**src/rtl/mem_arbiter_pkg.sv**
```systemverilog
// Shared encodings for the byte-wide memory port arbiter: widths, states, grant
// owner and the IO-space marker.
package mem_arbiter_pkg;

   localparam int ADDR_BITS = 32;
   localparam int INST_BITS = 32;
   localparam int BYTE_BITS = 8;

   typedef logic [ADDR_BITS-1:0] addr_t;
   typedef logic [INST_BITS-1:0] inst_t;
   typedef logic [BYTE_BITS-1:0] byte_t;

   localparam logic [1:0] WIDTH_B = 2'd0;
   localparam logic [1:0] WIDTH_H = 2'd1;
   localparam logic [1:0] WIDTH_W = 2'd2;

   // addr[17:16] value that selects the IO window (0x30000 and up)
   localparam logic [1:0] IO_HI_DEF = 2'b11;

   typedef enum logic [2:0] {
      ST_IDLE,
      ST_FETCH,
      ST_LOAD,
      ST_STORE,
      ST_DONE
   } arb_state_t;

   typedef enum logic {
      GNT_IF  = 1'b0,
      GNT_LSB = 1'b1
   } grant_t;

   function automatic logic [2:0] width_bytes(input logic [1:0] w);
      case (w)
         WIDTH_B: return 3'd1;
         WIDTH_H: return 3'd2;
         default: return 3'd4;
      endcase
   endfunction

endpackage

```
**src/rtl/mem_arbiter.sv**
```systemverilog
// Owns the single byte-wide RAM/IO port and serialises instruction fetches and
// LSB loads/stores into byte-per-cycle accesses with one-cycle done pulses.
module mem_arbiter
   import mem_arbiter_pkg::*;
#(
   parameter int         ADDR_W = 32,
   parameter logic [1:0] IO_HI  = IO_HI_DEF
) (
   input  logic              clk_in,
   input  logic              rst_in,
   input  logic              rdy_in,
   input  logic [7:0]        mem_din,
   output logic [7:0]        mem_dout,
   output logic [ADDR_W-1:0] mem_a,
   output logic              mem_wr,
   input  logic              io_buffer_full,
   input  logic              flush,
   input  logic              if_req,
   input  logic [ADDR_W-1:0] if_addr,
   output logic              if_done,
   output logic [31:0]       if_inst,
   input  logic              lsb_req,
   input  logic              lsb_we,
   input  logic [ADDR_W-1:0] lsb_addr,
   input  logic [1:0]        lsb_width,
   input  logic [31:0]       lsb_wdata,
   output logic              lsb_done,
   output logic [31:0]       lsb_rdata
);

   arb_state_t        state, state_nxt;
   grant_t            last_grant;
   logic [ADDR_W-1:0] base;
   logic [2:0]        nbytes, cnt;
   logic [31:0]       wdata, rbuf, merged;
   logic [1:0]        cap_idx;
   logic              grant_if, grant_lsb, take_if, stall, last_read;
   logic [ADDR_W-1:0] live_a, bus_a;
   logic [7:0]        live_dout, bus_dout;
   logic              live_wr;

   assign grant_lsb = lsb_req & (~if_req | (last_grant == GNT_IF));
   assign grant_if  = if_req & (~lsb_req | (last_grant == GNT_LSB));
   assign take_if   = grant_if & ~flush;
   assign stall     = (state == ST_STORE) & io_buffer_full & (base[17:16] == IO_HI);
   assign last_read = (cnt == nbytes);
   assign cap_idx   = cnt[1:0] - 2'd1;

   // While frozen the bus repeats the previous cycle's access, so the byte that
   // arrives on resume still belongs to the slot the counter expects.
   assign mem_a    = rdy_in ? live_a : bus_a;
   assign mem_dout = rdy_in ? live_dout : bus_dout;
   assign mem_wr   = rdy_in & live_wr;

   always_ff @(posedge clk_in) begin
      if (!rst_in)
         state <= ST_IDLE;
      else if (rdy_in)
         state <= state_nxt;
   end

   always_comb begin
      state_nxt = state;
      case (state)
         ST_IDLE: begin
            if (grant_lsb)
               state_nxt = lsb_we ? ST_STORE : ST_LOAD;
            else if (take_if)
               state_nxt = ST_FETCH;
         end
         ST_FETCH: begin
            if (flush)
               state_nxt = ST_IDLE;
            else if (last_read)
               state_nxt = ST_DONE;
         end
         ST_LOAD:  if (last_read) state_nxt = ST_DONE;
         ST_STORE: if (!stall && (cnt == nbytes - 3'd1)) state_nxt = ST_DONE;
         ST_DONE:  state_nxt = ST_IDLE;
         default:  state_nxt = ST_IDLE;
      endcase
   end

   always_comb begin
      live_a    = '0;
      live_dout = '0;
      live_wr   = 1'b0;
      case (state)
         ST_FETCH, ST_LOAD: begin
            if (!last_read)
               live_a = base + ADDR_W'(cnt);
         end
         ST_STORE: begin
            live_a    = base + ADDR_W'(cnt);
            live_dout = wdata[{cnt[1:0], 3'b000} +: 8];
            live_wr   = ~stall;
         end
         default: ;
      endcase
   end

   always_comb begin
      merged = rbuf;
      merged[{cap_idx, 3'b000} +: 8] = mem_din;
   end

   always_ff @(posedge clk_in) begin
      if (!rst_in) begin
         base       <= '0;
         nbytes     <= '0;
         cnt        <= '0;
         wdata      <= '0;
         rbuf       <= '0;
         bus_a      <= '0;
         bus_dout   <= '0;
         last_grant <= GNT_IF;
         if_done    <= 1'b0;
         if_inst    <= '0;
         lsb_done   <= 1'b0;
         lsb_rdata  <= '0;
      end else if (rdy_in) begin
         bus_a    <= live_a;
         bus_dout <= live_dout;
         if_done  <= 1'b0;
         lsb_done <= 1'b0;
         case (state)
            ST_IDLE: begin
               if (grant_lsb) begin
                  base       <= lsb_addr;
                  nbytes     <= width_bytes(lsb_width);
                  wdata      <= lsb_wdata;
                  last_grant <= GNT_LSB;
                  cnt        <= '0;
                  rbuf       <= '0;
               end else if (take_if) begin
                  base       <= if_addr;
                  nbytes     <= 3'd4;
                  last_grant <= GNT_IF;
                  cnt        <= '0;
                  rbuf       <= '0;
               end
            end
            ST_FETCH, ST_LOAD: begin
               if (cnt != 3'd0)
                  rbuf <= merged;
               if (!last_read)
                  cnt <= cnt + 3'd1;
               else if (state == ST_LOAD) begin
                  lsb_rdata <= merged;
                  lsb_done  <= 1'b1;
               end else if (!flush) begin
                  if_inst <= merged;
                  if_done <= 1'b1;
               end
            end
            ST_STORE: begin
               if (!stall) begin
                  cnt <= cnt + 3'd1;
                  if (cnt == nbytes - 3'd1)
                     lsb_done <= 1'b1;
               end
            end
            default: ;
         endcase
      end
   end

endmodule

```
**config.mk**
```make
export PLATFORM = sky130hd
export DESIGN_NAME = mem_arbiter
export DESIGN_NICKNAME = d
export VERILOG_FILES = /design/src/rtl/mem_arbiter_pkg.sv /design/src/rtl/mem_arbiter.sv
export SDC_FILE = /design/constraint.sdc
export NUM_CORES = 1
export LEC_CHECK = 0
export BUFFER_PORTS_ARGS = -buffer_cell sky130_fd_sc_hd__buf_2
export CAP_MARGIN = 20
export CORE_MARGIN = 4
export CORE_UTILIZATION = 58
export DETAILED_ROUTE_END_ITERATION = 10
export PLACE_DENSITY = 0.89
export SLEW_MARGIN = 25
export SYNTH_ARGS = -nofsm -noshare
export SYNTH_HDL_FRONTEND = slang
export SYNTH_SLANG_ARGS = --single-unit
export TNS_END_PERCENT = 100
```
**constraint.sdc**
```tcl
create_clock -name clk_in -period 7.2 [get_ports clk_in]
set_clock_uncertainty 0.05 [all_clocks]
set_input_delay 1.44 -clock clk_in [delete_from_list [all_inputs] [get_ports clk_in]]
set_output_delay 1.44 -clock clk_in [all_outputs]
set_load 0.005 [all_outputs]
```
### Yosys cells after proc, flatten, opt, wreduce, memory -nomap -nowiden

Cells that the tools add are included.
Widths: inputs -> output; s select.

| word-level totals | value |
|---|---|
| word-level logic and storage cells | 102 |
| register bits after elaboration | 212 |
| input bits | 114 |
| output and inout bits | 107 |

| operators by class | value |
|---|---|
| add/sub/neg operators | 5 |
| bitwise logic cells | 14 |
| eq/ne operators | 12 |
| shifts and indexed selects | 3 |
| reductions and logical operators | 16 |
| muxes and demuxes | 39 |

Operators with widths:

| cell | number |
|---|---|
| $mux 32 | 7 |
| $pmux 32 s2 | 2 |
| $mux 3 | 11 |
| $add 32x3->32 | 1 |
| $bwmux 32 | 1 |
| $shift 8x7->32 const A | 1 |
| $shiftx 32x6->8 | 1 |
| $shiftx 8x7->32 | 1 |
| $mux 8 | 2 |
| $mux 1 | 12 |
| $pmux 3 s4 | 1 |
| $reduce_and 5->1 | 2 |
| $pmux 3 s3 | 1 |
| $reduce_and 3->1 | 3 |
| $reduce_and 4->1 | 2 |
| $neg 5->7 | 1 |
| $and 1x1->1 | 6 |
| $eq 3x2->1 const B | 2 |
| $eq 3x3->1 | 2 |
| $ne 2x2->1 const B | 3 |
| $not 1->1 | 6 |
| $pmux 3 s2 | 1 |
| $reduce_bool 3->1 | 2 |
| $reduce_bool 2->1 | 2 |
| 15 further kinds | 16 |

### Logic depth before layout (Yosys ltp)

| logic depth | value |
|---|---|
| depth after elaboration | 7 |
| mapped depth | 9 |
| depth with buffers taken out | 8 |

### Worst setup path before layout

Ideal clock, no wire load.

| timing | value |
|---|---|
| kind | reg2out |
| start | register cnt[1] |
| end | output port mem_a[30] |
| data required time | 5,710 ps |
| arrival | 2,679 ps |
| stages on the path, launching flop included | 9 |
| path buffers | 1 |
| path slack | 3,031 ps |
| path through | dfxtp_1 buf_1 inv_1 fa_1 nor2b_1 o211ai_1 or3_1 o31a_1 a22oi_1 |

| between the ends | value |
|---|---|
| word-level cells in the longest chain between the ends | 4 |
| elaborated cells on any way between the ends | 5 |
| classes of those cells | 1 x add/sub; 1 x eq/ne; 3 x mux |

Ends and longest elaborated chain:

| what | line | text |
|---|---|---|
| start, declared | mem_arbiter.sv:34 | `logic [2:0] nbytes, cnt;` |
| start signal, assigned | mem_arbiter.sv:147 | `cnt <= cnt + 3'd1;` |
| start signal, assigned | mem_arbiter.sv:158 | `cnt <= cnt + 3'd1;` |
| $add 32x3->32 or $eq 3x3->1 (tied branches) | mem_arbiter.sv:91, mem_arbiter.sv:94, mem_arbiter.sv:46 |  |
| $mux 32 | mem_arbiter.sv:90 | `if (!last_read)` |
| $pmux 32 s2 (*) | mem_arbiter.sv:88 | `case (state)` |
| $mux 32 (*) | -- |  |
| end, declared | mem_arbiter.sv:14 | `output logic [ADDR_W-1:0] mem_a,` |

Every way passes the cells marked *; elsewhere a longest branch is shown, timed or not.

### Final worst setup path

Same ends and word-level chain as after synthesis.

==> impl_metrics.tcl <==
set metrics [dict create \
    coreArea_mm2 0.0161 \
    hold_buffers 0 \
    async_flop_share_pct 0 \
    hold_viol_final 0 \
    setup-violations-final 0 \
    yosysSeqAreaShare_pct 44.0 \
    critPathMaxStageDelay_ns 0.77 \
    clk_pin_slew_ns 0.06 \
    tightestPinTransition_ns 0.914 \
    critPathMaxFanout 16 \
    cts_tree "built" \
    overflow 0 \
    switchingPower_uw 701 \
    seq_area_mm2 0.00425 \
    cp-end-kind "primary output" \
    grt_pass1_vias 8285 \
    synth_edf_count 0 \
    p_seq_share_pct 47.4 \
    p_leak_uw 0.00456 \
    vias 8853 \
    design.die.area_mm2 0.0188 \
    required_ns 5.71 \
    fin_crit_sh_pct 72.1 \
    cts.path.max_buffers 3 \
    ios 221 \
    synth_flop_cell "dfxtp_1" \
    synth_cell_type_count 68 \
    grt_antenna_before_repair 2 \
    avgViaCountPerCell 5.86 \
    area_delta_synth_final_pct 19.0 \
    drv_cap 0 \
    vdd_drop_max_uv 167 \
    drtPass1Iterations 5 \
    fin_util_pct 71.3 \
    timing.final.max_slew_violations 0 \
    swShare_pct 26.0 \
    syn_nets 1238 \
    fin_nets 1403 \
    grt_max_degree 106 \
    port-buffer-count 220 \
    max_freq_mhz 193 \
    grt_pass1_wl_um 40800 \
    period_needed_ns 5.19 \
    cts_setup_buffers 0 \
    finalSetupTns_ns 0 \
    hold_path_class "reg -> reg" \
    clkPwrFrac_pct 40.9 \
    p_int_uw 1990 \
    rows 46 \
    syn_avg_cell_area_um2 8.68 \
    ant_nets 0 \
    syn_area_mm2 0.00966 \
    drc 0 \
    multi_input_comb_area_mm2 0.00502 \
    cts-resized-gates 0 \
    fillers 1188 \
    cts_inserted_buffers 22 \
    dp_hpwl_um 17400 \
    worstSetupStartpointType "register" \
    max_slew_margin_pct 38.9 \
    diodes 0 \
    drive_above_1_share_pct 22.7 \
    clock-root-buffer "clkbuf_16" \
    cp_top_family "flip-flops" \
    routedWlPerCell_um 16.9 \
    cp_slowest_cell "dfxtp_1" \
    powerDensity_mw_per_mm2 235 \
    die_w_um 137 \
    die_h_um 137 \
    drtIter0Drc 813 \
    gp_congestion 0.897 \
    ctsHtreeMaxLevel 1 \
    yosysWarnings 0 \
    synth-seq-cells 212 \
    initial_core_util_pct 59.9 \
    rsz0062_at_grt "no" \
    wirelength_um 25600 \
    crit_chain "inv_1, fa_1, nor2b_1, o211ai_1, buf_4, or3_1, o31a_1, a22oi_1, buf_2" \
    clock_latency_ns 0.50 \
    grtUsageTotal_pct 26.2 \
    cp.buffers_inverters 3 \
    crit_arrival_ns 3.70 \
    status "finished, final reports clean" \
    critPathKind "reg -> out" \
    synthCells 1113 \
    numClockSinks 212 \
    pwr-share-comb_pct 11.7 \
]
## worst reg2reg max path, stage by stage, from the launching register on
cell	delay, ns
dfxtp_1	0.77
inv_1	0.25
fa_1	0.48
nor2b_1	0.38
o211ai_1	0.15
buf_4	0.21
or3_1	0.40
o31a_1	0.27
a221oi_1	0.27
## placed cells by master (no fill, tap or decap), types with 5 or more instances in the layout
cell type and instances:
xor2_1 11, nor4_1 14, buf_2 220, buf_4 9
nand2_1 132, clkbuf_8 6, o31a_1 7, nand3b_1 32
nand2b_1 6, a21oi_1 110, ha_1 10, nand3_1 12
nand4_1 8, xnor2_1 12, nor2_1 111, inv_1 17
mux4_2 8, nor2b_1 38, o22ai_1 5, a22o_1 21
a211oi_1 98, and4_1 7, dfxtp_1 211, and2_1 28
nor3_1 8, o21ai_0 14, clkbuf_16 23, clkbuf_1 6
mux2i_1 36
## cell type report
class	instances	area share, %
repair buffers	229	10.2
well taps	216	2.35
clock inverters	5	0.240
clock buffers	35	5.93
flip-flops and latches	212	37.0
multi-input cells	795	43.7
inverters	18	0.632
## state kept, by name, summed over array words and instances, names as in the netlist
signal	flops
state	3
cnt	3
if_inst	32
lsb_rdata	32
last_grant	1
if_done	1
lsb_done	1
nbytes	3
rbuf	32
base	32
wdata	32
bus_a	32
bus_dout	8
## cell usage after synthesis (3+ instances only)
| library cell | n | area [um2] |
|---|---|---|
| nor4_1 | 14 | 87.6 |
| buf_2 | 14 | 70.1 |
| and3_1 | 4 | 25.0 |
| a211oi_1 | 98 | 736 |
| nand2_1 | 132 | 495 |
| xor2_1 | 11 | 96.3 |
| clkbuf_1 | 54 | 203 |
| dfxtp_1 | 212 | 4240 |
| o22ai_1 | 5 | 31.3 |
| nor2_1 | 112 | 420 |
| a22oi_1 | 4 | 30.0 |
| or3_1 | 3 | 18.8 |
| nand3b_1 | 32 | 240 |
| nor2b_1 | 38 | 238 |
| ha_1 | 10 | 125 |
| o2111ai_1 | 4 | 35.0 |
| nand3_1 | 13 | 65.1 |
| nor3_1 | 9 | 45.0 |
| mux4_2 | 8 | 180 |
| a21oi_1 | 110 | 551 |
| nand2b_1 | 6 | 37.5 |
| mux2i_1 | 36 | 360 |
| xnor2_1 | 12 | 105 |
| and2_1 | 28 | 175 |
| o31a_1 | 7 | 61.3 |
| buf_1 | 17 | 63.8 |
| inv_1 | 18 | 67.6 |
| a221oi_1 | 3 | 26.3 |
| nand4_1 | 8 | 50.1 |
| o211ai_1 | 3 | 22.5 |
| o32ai_1 | 4 | 35.0 |
| o21ai_0 | 14 | 70.1 |
| a22o_1 | 21 | 184 |
| and4_1 | 8 | 70.1 |
## final timing paths
check	from	to	slack, ns	depth (start not counted)
worst max-delay path	cnt[1]$_SDFFE_PN0P_	mem_a[30]	2.01	9
worst max register to register	cnt[1]$_SDFFE_PN0P_	bus_a[30]$_SDFF_PN0_	3.89	8
worst min register to register	rbuf[31]$_SDFFE_PN0P_	rbuf[31]$_SDFFE_PN0P_	0.39	2
worst min-delay path	rbuf[31]$_SDFFE_PN0P_	rbuf[31]$_SDFFE_PN0P_	0.39	2
## routing by layer
metal	up-vias	part of all wire (%)	GRT usage [%]
met5	-	0.11	0
met4	4	2.5	6.60
met3	62	8.1	5.81
met2	341	47	42.9
met1	4126	43	35.4
li1	4320	-	-
## per-stage QoR
| stage | total power, uW | std cells | instance area (um2) | hold slack, ns | setup slack [ns] |
|---|---|---|---|---|---|
| floorplan | 1500 | 1113 | 9660 | 0.377 | 3.03 |
| global placement | 1600 | 1470 | 10800 | 0.383 | 2.31 |
| detailed placement | 1610 | 1470 | 10800 | 0.389 | 2.27 |
| CTS | 2700 | 1510 | 11500 | 0.397 | 1.73 |
| global route | 2800 | 1510 | 11500 | 0.417 | 1.70 |
| finish | 2700 | 1510 | 11500 | 0.395 | 2.01 |
## power groups by stage
stage	clock, uW	combinational [uW]	sequential [uW]
CTS	1110	313	1270
floorplan	0	219	1280
global placement	0	302	1300
finish	1100	315	1280
detailed placement	0	311	1300
global route	1160	349	1280
## kinds of logic (layout without fill, tap and decap cells)
kind of cell             Yosys count  after routing  share of synthesized area, %
AO/OA/AOI/OAI                    299            299                          21.0
XOR/XNOR                          23             23                          2.09
adder cells (fa/ha/maj)           11             11                          1.50
buffers and inverters            106            287                          4.43
flip-flops                       212            212                          44.0
multiplexers                      44             44                          5.60
AND/OR/NAND/NOR                  418            418                          21.4
Note: power is estimated with default switching activity, not from simulation.
